File: src/rtl/spi_seq_pkg.sv
// Shared register map, bit positions and state encoding
// for the SPI burst sequencer.
package spi_seq_pkg;

  localparam logic [1:0] CPU_DATA = 2'd0;
  localparam logic [1:0] CPU_STAT = 2'd1;
  localparam logic [1:0] CPU_CNT  = 2'd2;
  localparam logic [1:0] CPU_CTRL = 2'd3;

  localparam logic [1:0] TGT_CTRL = 2'd3;
  localparam logic [1:0] TGT_TX   = 2'd2;
  localparam logic [1:0] TGT_RX   = 2'd1;
  localparam int         TGT_BUSY = 7;

  localparam int ST_OVF  = 7;
  localparam int ST_DONE = 5;

  localparam int CT_IRQ   = 4;
  localparam int CT_ABORT = 3;
  localparam int CT_FILL  = 2;
  localparam int CT_KEEP  = 1;
  localparam int CT_START = 0;

  typedef enum logic [2:0] {
    IDLE,
    CS_ON,
    LOAD,
    POLL,
    FETCH,
    FINISH,
    GAP
  } state_t;

endpackage

File: src/rtl/byte_fifo.sv
// Synchronous show-ahead byte FIFO; push and pop may
// coincide, a push when full or a pop when empty is ignored.
module byte_fifo #(
  parameter int DEPTH = 16
) (
  input  logic       i_clk,
  input  logic       i_rst,
  input  logic       push,
  input  logic [7:0] din,
  input  logic       pop,
  output logic [7:0] dout,
  output logic       full,
  output logic       empty
);

  localparam int AW = $clog2(DEPTH);

  logic [7:0]    mem [DEPTH];
  logic [AW-1:0] wptr;
  logic [AW-1:0] rptr;
  logic [AW:0]   cnt;
  logic          do_push;
  logic          do_pop;

  assign full    = (cnt == (AW+1)'(DEPTH));
  assign empty   = (cnt == '0);
  assign do_push = push & ~full;
  assign do_pop  = pop & ~empty;
  assign dout    = mem[rptr];

  always_ff @(posedge i_clk) begin
    if (do_push) mem[wptr] <= din;
  end

  always_ff @(posedge i_clk) begin
    if (i_rst) begin
      wptr <= '0;
      rptr <= '0;
      cnt  <= '0;
    end else begin
      if (do_push) wptr <= wptr + AW'(1);
      if (do_pop)  rptr <= rptr + AW'(1);
      cnt <= cnt + (AW+1)'(do_push)
                 - (AW+1)'(do_pop);
    end
  end

endmodule

File: src/rtl/spi_burst_sequencer.sv
// CPU-programmed burst engine that drives spi_controller's
// register port one byte at a time, buffering TX and RX.
module spi_burst_sequencer
  import spi_seq_pkg::*;
#(
  parameter int         FIFO_DEPTH = 16,
  parameter logic [7:0] FILL_BYTE  = 8'hFF
) (
  input  logic       i_clk,
  input  logic       i_rst,
  input  logic       i_cs,
  input  logic       i_rwb,
  input  logic [1:0] i_addr,
  input  logic [7:0] i_data,
  output logic [7:0] o_data,
  output logic       o_ctl_cs,
  output logic       o_ctl_rwb,
  output logic [1:0] o_ctl_addr,
  output logic [7:0] o_ctl_data,
  input  logic [7:0] i_ctl_data,
  output logic       o_irq
);

  state_t     state;
  state_t     acc;
  logic [8:0] remaining;
  logic [7:0] count;
  logic       irq_en;
  logic       fill;
  logic       keep_cs;
  logic       abort_pend;
  logic       done;
  logic       ovf;

  logic       cpu_wr;
  logic       cpu_rd;
  logic       ctrl_wr;
  logic       busy;
  logic       start;
  logic       unused_bit;

  logic       tx_push;
  logic       tx_pop;
  logic [7:0] tx_dout;
  logic       tx_full;
  logic       tx_empty;
  logic       rx_push;
  logic       rx_pop;
  logic [7:0] rx_dout;
  logic       rx_full;
  logic       rx_empty;

  assign cpu_wr     = i_cs & ~i_rwb;
  assign cpu_rd     = i_cs & i_rwb;
  assign ctrl_wr    = cpu_wr && (i_addr == CPU_CTRL);
  assign busy       = (state != IDLE);
  assign start      = ctrl_wr & i_data[CT_START] & ~busy;
  assign unused_bit = i_data[6];

  assign tx_push = cpu_wr && (i_addr == CPU_DATA);
  assign tx_pop  = (state == LOAD) && !tx_empty;
  assign rx_pop  = cpu_rd && (i_addr == CPU_DATA);
  // i_ctl_data is valid while the RX read is on the bus
  assign rx_push = (state == GAP) && (acc == FETCH);

  assign o_irq = done & irq_en;

  byte_fifo #(.DEPTH(FIFO_DEPTH)) u_tx (
    .i_clk (i_clk),
    .i_rst (i_rst),
    .push  (tx_push),
    .din   (i_data),
    .pop   (tx_pop),
    .dout  (tx_dout),
    .full  (tx_full),
    .empty (tx_empty)
  );

  byte_fifo #(.DEPTH(FIFO_DEPTH)) u_rx (
    .i_clk (i_clk),
    .i_rst (i_rst),
    .push  (rx_push),
    .din   (i_ctl_data),
    .pop   (rx_pop),
    .dout  (rx_dout),
    .full  (rx_full),
    .empty (rx_empty)
  );

  always_comb begin
    o_data = 8'h00;
    unique case (i_addr)
      CPU_DATA: o_data = rx_empty ? 8'h00 : rx_dout;
      CPU_STAT: o_data = {ovf, 1'b0, done, rx_empty,
                          rx_full, tx_empty, tx_full, busy};
      CPU_CNT:  o_data = count;
      CPU_CTRL: o_data = {3'b000, irq_en, 1'b0,
                          fill, keep_cs, busy};
      default:  o_data = 8'h00;
    endcase
  end

  always_ff @(posedge i_clk) begin
    if (i_rst) begin
      state      <= IDLE;
      acc        <= IDLE;
      remaining  <= '0;
      count      <= '0;
      irq_en     <= 1'b0;
      fill       <= 1'b0;
      keep_cs    <= 1'b0;
      abort_pend <= 1'b0;
      done       <= 1'b0;
      ovf        <= 1'b0;
      o_ctl_cs   <= 1'b0;
      o_ctl_rwb  <= 1'b1;
      o_ctl_addr <= '0;
      o_ctl_data <= '0;
    end else begin
      if (tx_push && tx_full) ovf <= 1'b1;
      if (cpu_wr && (i_addr == CPU_STAT)) begin
        if (i_data[ST_OVF])  ovf  <= 1'b0;
        if (i_data[ST_DONE]) done <= 1'b0;
      end
      if (cpu_wr && (i_addr == CPU_CNT) && !busy)
        count <= i_data;
      if (ctrl_wr) begin
        irq_en  <= i_data[CT_IRQ];
        fill    <= i_data[CT_FILL];
        keep_cs <= i_data[CT_KEEP];
        if (i_data[CT_ABORT] && busy)
          abort_pend <= 1'b1;
      end

      o_ctl_cs <= 1'b0;
      unique case (state)
        IDLE: begin
          if (start) begin
            remaining  <= (count == 8'd0) ? 9'd256
                                          : {1'b0, count};
            done       <= 1'b0;
            abort_pend <= 1'b0;
            state      <= CS_ON;
          end
        end
        CS_ON: begin
          o_ctl_cs   <= 1'b1;
          o_ctl_rwb  <= 1'b0;
          o_ctl_addr <= TGT_CTRL;
          o_ctl_data <= 8'h01;
          acc        <= CS_ON;
          state      <= GAP;
        end
        LOAD: begin
          if (!tx_empty || fill) begin
            o_ctl_cs   <= 1'b1;
            o_ctl_rwb  <= 1'b0;
            o_ctl_addr <= TGT_TX;
            o_ctl_data <= tx_empty ? FILL_BYTE : tx_dout;
            acc        <= LOAD;
            state      <= GAP;
          end
        end
        POLL: begin
          o_ctl_cs   <= 1'b1;
          o_ctl_rwb  <= 1'b1;
          o_ctl_addr <= TGT_CTRL;
          acc        <= POLL;
          state      <= GAP;
        end
        FETCH: begin
          if (!rx_full) begin
            o_ctl_cs   <= 1'b1;
            o_ctl_rwb  <= 1'b1;
            o_ctl_addr <= TGT_RX;
            acc        <= FETCH;
            state      <= GAP;
          end
        end
        FINISH: begin
          if (keep_cs) begin
            done  <= 1'b1;
            state <= IDLE;
          end else begin
            o_ctl_cs   <= 1'b1;
            o_ctl_rwb  <= 1'b0;
            o_ctl_addr <= TGT_CTRL;
            o_ctl_data <= 8'h00;
            acc        <= FINISH;
            state      <= GAP;
          end
        end
        GAP: begin
          unique case (acc)
            CS_ON: state <= LOAD;
            LOAD:  state <= POLL;
            POLL:  state <= i_ctl_data[TGT_BUSY] ? POLL
                                                 : FETCH;
            FETCH: begin
              remaining <= remaining - 9'd1;
              state <= (remaining == 9'd1 || abort_pend)
                       ? FINISH : LOAD;
            end
            default: begin
              done  <= 1'b1;
              state <= IDLE;
            end
          endcase
        end
        default: state <= IDLE;
      endcase
    end
  end

endmodule
File: config.mk
export PLATFORM = sky130hd
export DESIGN_NAME = spi_burst_sequencer
export DESIGN_NICKNAME = d
export VERILOG_FILES = /design/src/rtl/spi_seq_pkg.sv /design/src/rtl/byte_fifo.sv /design/src/rtl/spi_burst_sequencer.sv
export SDC_FILE = /design/constraint.sdc
export NUM_CORES = 1
export LEC_CHECK = 0
export ABC_AREA = 1
export BUFFER_PORTS_ARGS = -buffer_cell sky130_fd_sc_hd__buf_2
export CAP_MARGIN = 5
export CELL_PAD_IN_SITES_DETAIL_PLACEMENT = 0
export CELL_PAD_IN_SITES_GLOBAL_PLACEMENT = 1
export CORE_ASPECT_RATIO = 0.75
export CORE_MARGIN = 8
export CORE_UTILIZATION = 53
export CTS_BUF_LIST = sky130_fd_sc_hd__clkbuf_16
export CTS_CLUSTER_SIZE = 16
export DETAILED_ROUTE_END_ITERATION = 10
export GPL_TIMING_DRIVEN = 0
export PLACE_DENSITY = 0.94
export REMOVE_ABC_BUFFERS = 1
export SYNTH_ARGS = -nofsm -noshare
export SYNTH_HDL_FRONTEND = slang
export SYNTH_SLANG_ARGS = --single-unit
File: constraint.sdc
create_clock -name i_clk -period 4.95 [get_ports i_clk]
set_input_delay 0.7425 -clock i_clk [delete_from_list [all_inputs] [get_ports i_clk]]
set_output_delay 0.7425 -clock i_clk [all_outputs]
set_load 0.02 [all_outputs]
Word-level counts from Yosys, hierarchy flattened --
Memory sizes are Yosys's and may differ from the RTL's. A register that Yosys moved wholly into a read port is not among the register bits. Index checks and enable logic that the tools add are counted.
Word-level totals: flip-flop bits (word level) 67, memory bits (writable) 256, input bits 22, output and inout bits 21, word-level logic and storage cells 153, memories 2
Operators by class: add/sub/neg operators 9, eq/ne operators 21, multiplexer cells 55, bitwise operators 15, reduce and logical (&&, ||, !) cells 31
Memories:
- u_rx.mem | words 16, width 8, rd ports 1, clocked after memory_dff 1, write ports 1, RTL line byte_fifo.sv:18 | logic [7:0] mem [DEPTH];
- u_tx.mem | words 16, width 8, rd ports 1, clocked after memory_dff 1, write ports 1, RTL line byte_fifo.sv:18
Operators with widths (number):
- two-way mux 8 bit | 4
- case mux 8 bit (4 select lines) | 1
- two-way mux 3 bit | 9
- two-way mux 9 bit | 3
- case mux 8 bit (3 select lines) | 1
- two-way mux 1 bit | 22
- case mux 3 bit (6 select lines) | 1
- case mux 9 bit (2 select lines) | 1
- adder 4 x 1 -> 4 bit (second input constant) | 4
- two-way mux 4 bit | 4
- case mux 3 bit (5 select lines) | 1
- equality test 3 x 2 -> 1 bit (second input constant) | 4
- equality test 3 bit (second input constant) | 4
- case mux 3 bit (4 select lines) | 1
- adder 5 x 1 -> 5 bit | 2
- equality test 5 bit (second input constant) | 2
- logical AND 1 bit | 10
- zero test 5 bit | 2
- subtractor 5 x 1 -> 5 bit | 2
- bitwise AND 1 bit | 9
- equality test 9 x 1 -> 1 bit (second input constant) | 1
- AND reduction 3 bit | 3
- subtractor 9 x 1 -> 9 bit (second input constant) | 1
- zero test 8 bit | 1
- 22 further kinds | 38

Longest topological paths before layout --
word-level depth 7, gate-level depth with buffers 15, gate-level depth less buffers 15

Hierarchy --
Synthesis repeated with hierarchy kept, for this count alone.
Second synthesis, totals: cells, all modules 1654, area, all modules 15282.2 um^2
By module, submodules not included:
- byte_fifo | times used 2, cells an instance 650, area an instance 6432.4 um^2, seq. area each 4184.0 um^2
- spi_burst_sequencer | times used 1, cells an instance 354, area an instance 2417.3 um^2, seq. area each 820.8 um^2

Least setup slack after synthesis --
OpenSTA, ideal clock, no wires.
kind input-to-reg, from in i_addr[0], to reg u_rx.cnt[4], setup time 0.125 ns, arrival 2.471 ns, required time 4.825 ns, setup slack 2.354 ns, cell stages on the path 13, buffers on the path 0, path through nor2_1 -> nand2_1 -> inv_2 -> nand3_1 -> inv_1 -> ha_1 -> inv_1 -> ha_1 -> fa_1 -> a21oi_1 -> o21ai_0 -> o21ai_0 -> a21oi_1
Between the ends: cells in the longest elaborated chain, start to end 4
Ends and longest elaborated chain:
- from (decl) | RTL line spi_burst_sequencer.sv:13 | input logic [1:0] i_addr,
- zero test 2 bit | RTL line spi_burst_sequencer.sv:62 | assign rx_pop = cpu_rd && (i_addr == CPU_DATA);
- logical AND 1 bit | RTL line spi_burst_sequencer.sv:62
- bitwise AND 1 bit | RTL line byte_fifo.sv:28 | assign do_pop = pop & ~empty;
- named net u_rx.do_pop | RTL line byte_fifo.sv:23 | logic do_pop;
- subtractor 5 x 1 -> 5 bit | RTL line byte_fifo.sv:44 | - (AW+1)'(do_pop);
- to (signal assigned) | RTL line byte_fifo.sv:43 | cnt <= cnt + (AW+1)'(do_push)
- to (decl) | RTL line byte_fifo.sv:21 | logic [AW:0] cnt;
The timed path passes the listed nets, and every way through them passes these cells. A chain may end at the register's enable or synchronous reset.

==> run_results.csv <==
group,metric,value,unit
synthesis,yosys-top-cells-area,"edfxtp_1, dfxtp_1, nand2_1",
finish,multi_input_area,4324,um2
worst_setup_path,crit_type,"reg2out",
synthesis,synth_top_area_share,52.46,%
run,maxCapViolCount,0,
finish,finalNonFillerCells,1880,
finish,fillers,2212,
finish,syn2layout_area_growth,10.35,%
power,finalPower,5.848,mW
clock_tree,post_cts_buffers,0,
timing,fin_skew,0.01397,ns
synthesis,yosysTopAreaCell,"edfxtp_1",
worst_hold_path,hold_path.class,"reg2reg",
worst_setup_path,start_kind,"flip-flop",
floorplan,initial_core_util,54.14,%
synthesis,ys_types,49,
synthesis,syn-cell-area,14650,um2
timing,whs,0.4641,ns
clock_tree,ctsHoldBuffers,0,
floorplan,die_y,160.0,um
synthesis,synth_edf_count,256,
route,wl,32130,um
route,vias,10190,
finish,fin_nets,1556,
timing,finalMaxSlewViolations,0,
synthesis,ys_warn_count,0,
clock_tree,clkLatencyLatePin,0.57,ns
route,drt_first_pass_iters,5,
route,ant_nets,0,
synthesis,synth-main-ff-cell,"edfxtp_1",
timing,fin_tns_setup,0,ns
clock_tree,htreeDepth,1,
timing,rsz0062_at_grt,"false",
floorplan,placement_rows,52,
synthesis,syn_avg_cell_area,9.854,um2
clock_tree,cts_resized,0,
clock_tree,cts_buffers,31,
global_routing,first_global_vias,9653,
placed_design,dpl.cell_count,1822,
clock_tree,clockBufferDepth,3,
global_routing,antenna_found_initial,0,
synthesis,ys_seq_area_share,62.71,%
synthesis,ys_ff_latch,331,
finish,fin_area,16170,um2
placed_design,post_dp_cell_area,15080,um2
route,viasPerCell,5.421,
timing,relSlewSlack,23.44,%
synthesis,postSynthCellCount,1487,
global_routing,grt_max_degree,95,
floorplan,die_w,208.0,um
placed_design,pre_cts_ws,1.720,ns
timing,fmax,0.2604,GHz
synthesis,synth.most_common_cell,"nand2_1",
worst_setup_path,path_max_fanout,17,
timing,tightest_slew,1.148,ns
finish,fin_util,59.74,%
clock_tree,cts.clk_slew.worst_paths,0.06,ns
outcome,status,"complete, no violations",
placed_design,io_buffers,42,
global_routing,overflow,0,
finish,diodes,0,
timing,layout_min_cycle_time,3.840,ns
timing,finalCritPeriodShare,77.58,%
power,power_density,361.7,nW/um2
global_routing,grt_pass1_wl,50740,um
worst_setup_path,required,4.21,ns
timing,setup_viol,0,
placed_design,gp_congestion,0.8138,
global_routing,grt_use_total,18.88,%
timing,hold_viol,0,
synthesis,async_flop_share,0,%
floorplan,coreArea,27070,um2
placed_design,place_hpwl,20240,um
floorplan,dieArea,33280,um2
power,ir_drop,0.2673,mV
route,drc_errors,0,
clock_tree,clock_sinks,331,
clock_tree,root_buffer,"clkbuf_16",
finish,drive_above_1_share,8.829,%
worst_setup_path,endpoint_kind,"output pin",
synthesis,ys_top_cells_by_count,"nand2_1, edfxtp_1, inv_1",
route,drt_iter0_drc,985,
power,power.leakage,6.319,nW
clock_tree,cts_tree,"yes",
route,wl_per_cell,17.09,um
worst_setup_path,crit_arrival,3.10,ns
floorplan,io_pins,43,
finish,seq_area,9195,um2
timing,finalWorstSetupSlack,1.110,ns
flip-flops by register name (all words and copies together) (netlist names), 4 cells and up, named ones only:
signal,count
count,8
o_ctl_data,8
remaining,9
u_rx.cnt,5
u_rx.mem,128
u_rx.rptr,4
u_rx.wptr,4
u_tx.cnt,5
u_tx.mem,128
u_tx.rptr,4
u_tx.wptr,4
routing by layer:
layer / up-vias / track usage [%] / part of all wire [%]
met5: - / 0 / 0
met4: 0 / 4.990 / 2.3
met3: 64 / 3.110 / 7.1
met2: 331 / 30.28 / 46
met1: 4800 / 26.44 / 45
li1: 4997 / - / -
layout by cell type, fill, tap and decap left out, types with 2 or more instances in the layout:
cell / synthesis / final
nand2_1: 340 / 340
edfxtp_1: 256 / 256
inv_1: 215 / 218
nand3_1: 146 / 146
a21oi_1: 89 / 89
nor2_1: 88 / 88
o21ai_0: 76 / 76
dfxtp_1: 75 / 72
buf_2: 29 / 42
clkbuf_16: 0 / 31
o211ai_1: 27 / 27
ha_1: 27 / 27
inv_2: 10 / 10
clkinv_1: 1 / 8
o21ai_1: 8 / 8
nand4_1: 7 / 7
nor3_1: 7 / 7
bufinv_16: 0 / 6
clkinv_2: 0 / 5
o22ai_1: 4 / 4
nor2_2: 4 / 4
a21oi_2: 4 / 4
xor2_1: 4 / 4
clkinvlp_4: 0 / 4
nor2_4: 3 / 3
nand2_2: 3 / 3
o21ai_2: 3 / 3
a31oi_1: 3 / 3
xnor2_1: 3 / 3
mux2_2: 2 / 2
o21ai_4: 2 / 2
a211oi_1: 2 / 2
fa_1: 2 / 2
dfxtp_2: 0 / 2
buf_12: 0 / 2
buf_16: 0 / 2
report_power, final:
part / internal [mW] / leakage (nW) / total, mW / switching, mW
logic: 0.105 / 2.89 / 0.337 / 0.232
clock network: 1.45 / 0.518 / 2.47 / 1.02
registers: 3.01 / 2.91 / 3.04 / 0.0266
final timing paths:
path                                       to  depth (start not counted)  slack (ns)           from
worst max-delay path                o_data[4]                          7        1.11      flip-flop
worst min-delay path            o_ctl_addr[1]                          2        0.46  o_ctl_addr[1]
worst max register to register    u_tx.cnt[4]                         13        1.79    u_tx.cnt[3]
worst min register to register  o_ctl_addr[1]                          2        0.46  o_ctl_addr[1]
cell families after synthesis:
family / after synthesis / synth area share [%]
simple gates: 606 / 17.59
flops: 331 / 62.71
buf+inv: 287 / 7.779
compound gates: 225 / 8.770
fa+ha+maj: 29 / 2.579
xor+xnor: 7 / 0.4184
mux: 2 / 0.1537
worst max-delay path, cell delays in order (launching register included):
cell,delay (ns)
dfxtp_1,0.88
inv_1,0.55
nand3_1,0.24
o21ai_0,0.09
o21ai_0,0.40
nand2_1,0.11
nand2_1,0.08
buf_2,0.16
area by class of cell:
type / instances / area share [%]
clock buffers: 31 / 4.798
clock inverters: 26 / 1.741
inverters: 226 / 5.246
multi-input cells: 869 / 26.74
flip-flops and latches: 331 / 56.87
well taps: 351 / 2.716
repair buffers: 46 / 1.888
(Power assumes the default switching activity.)
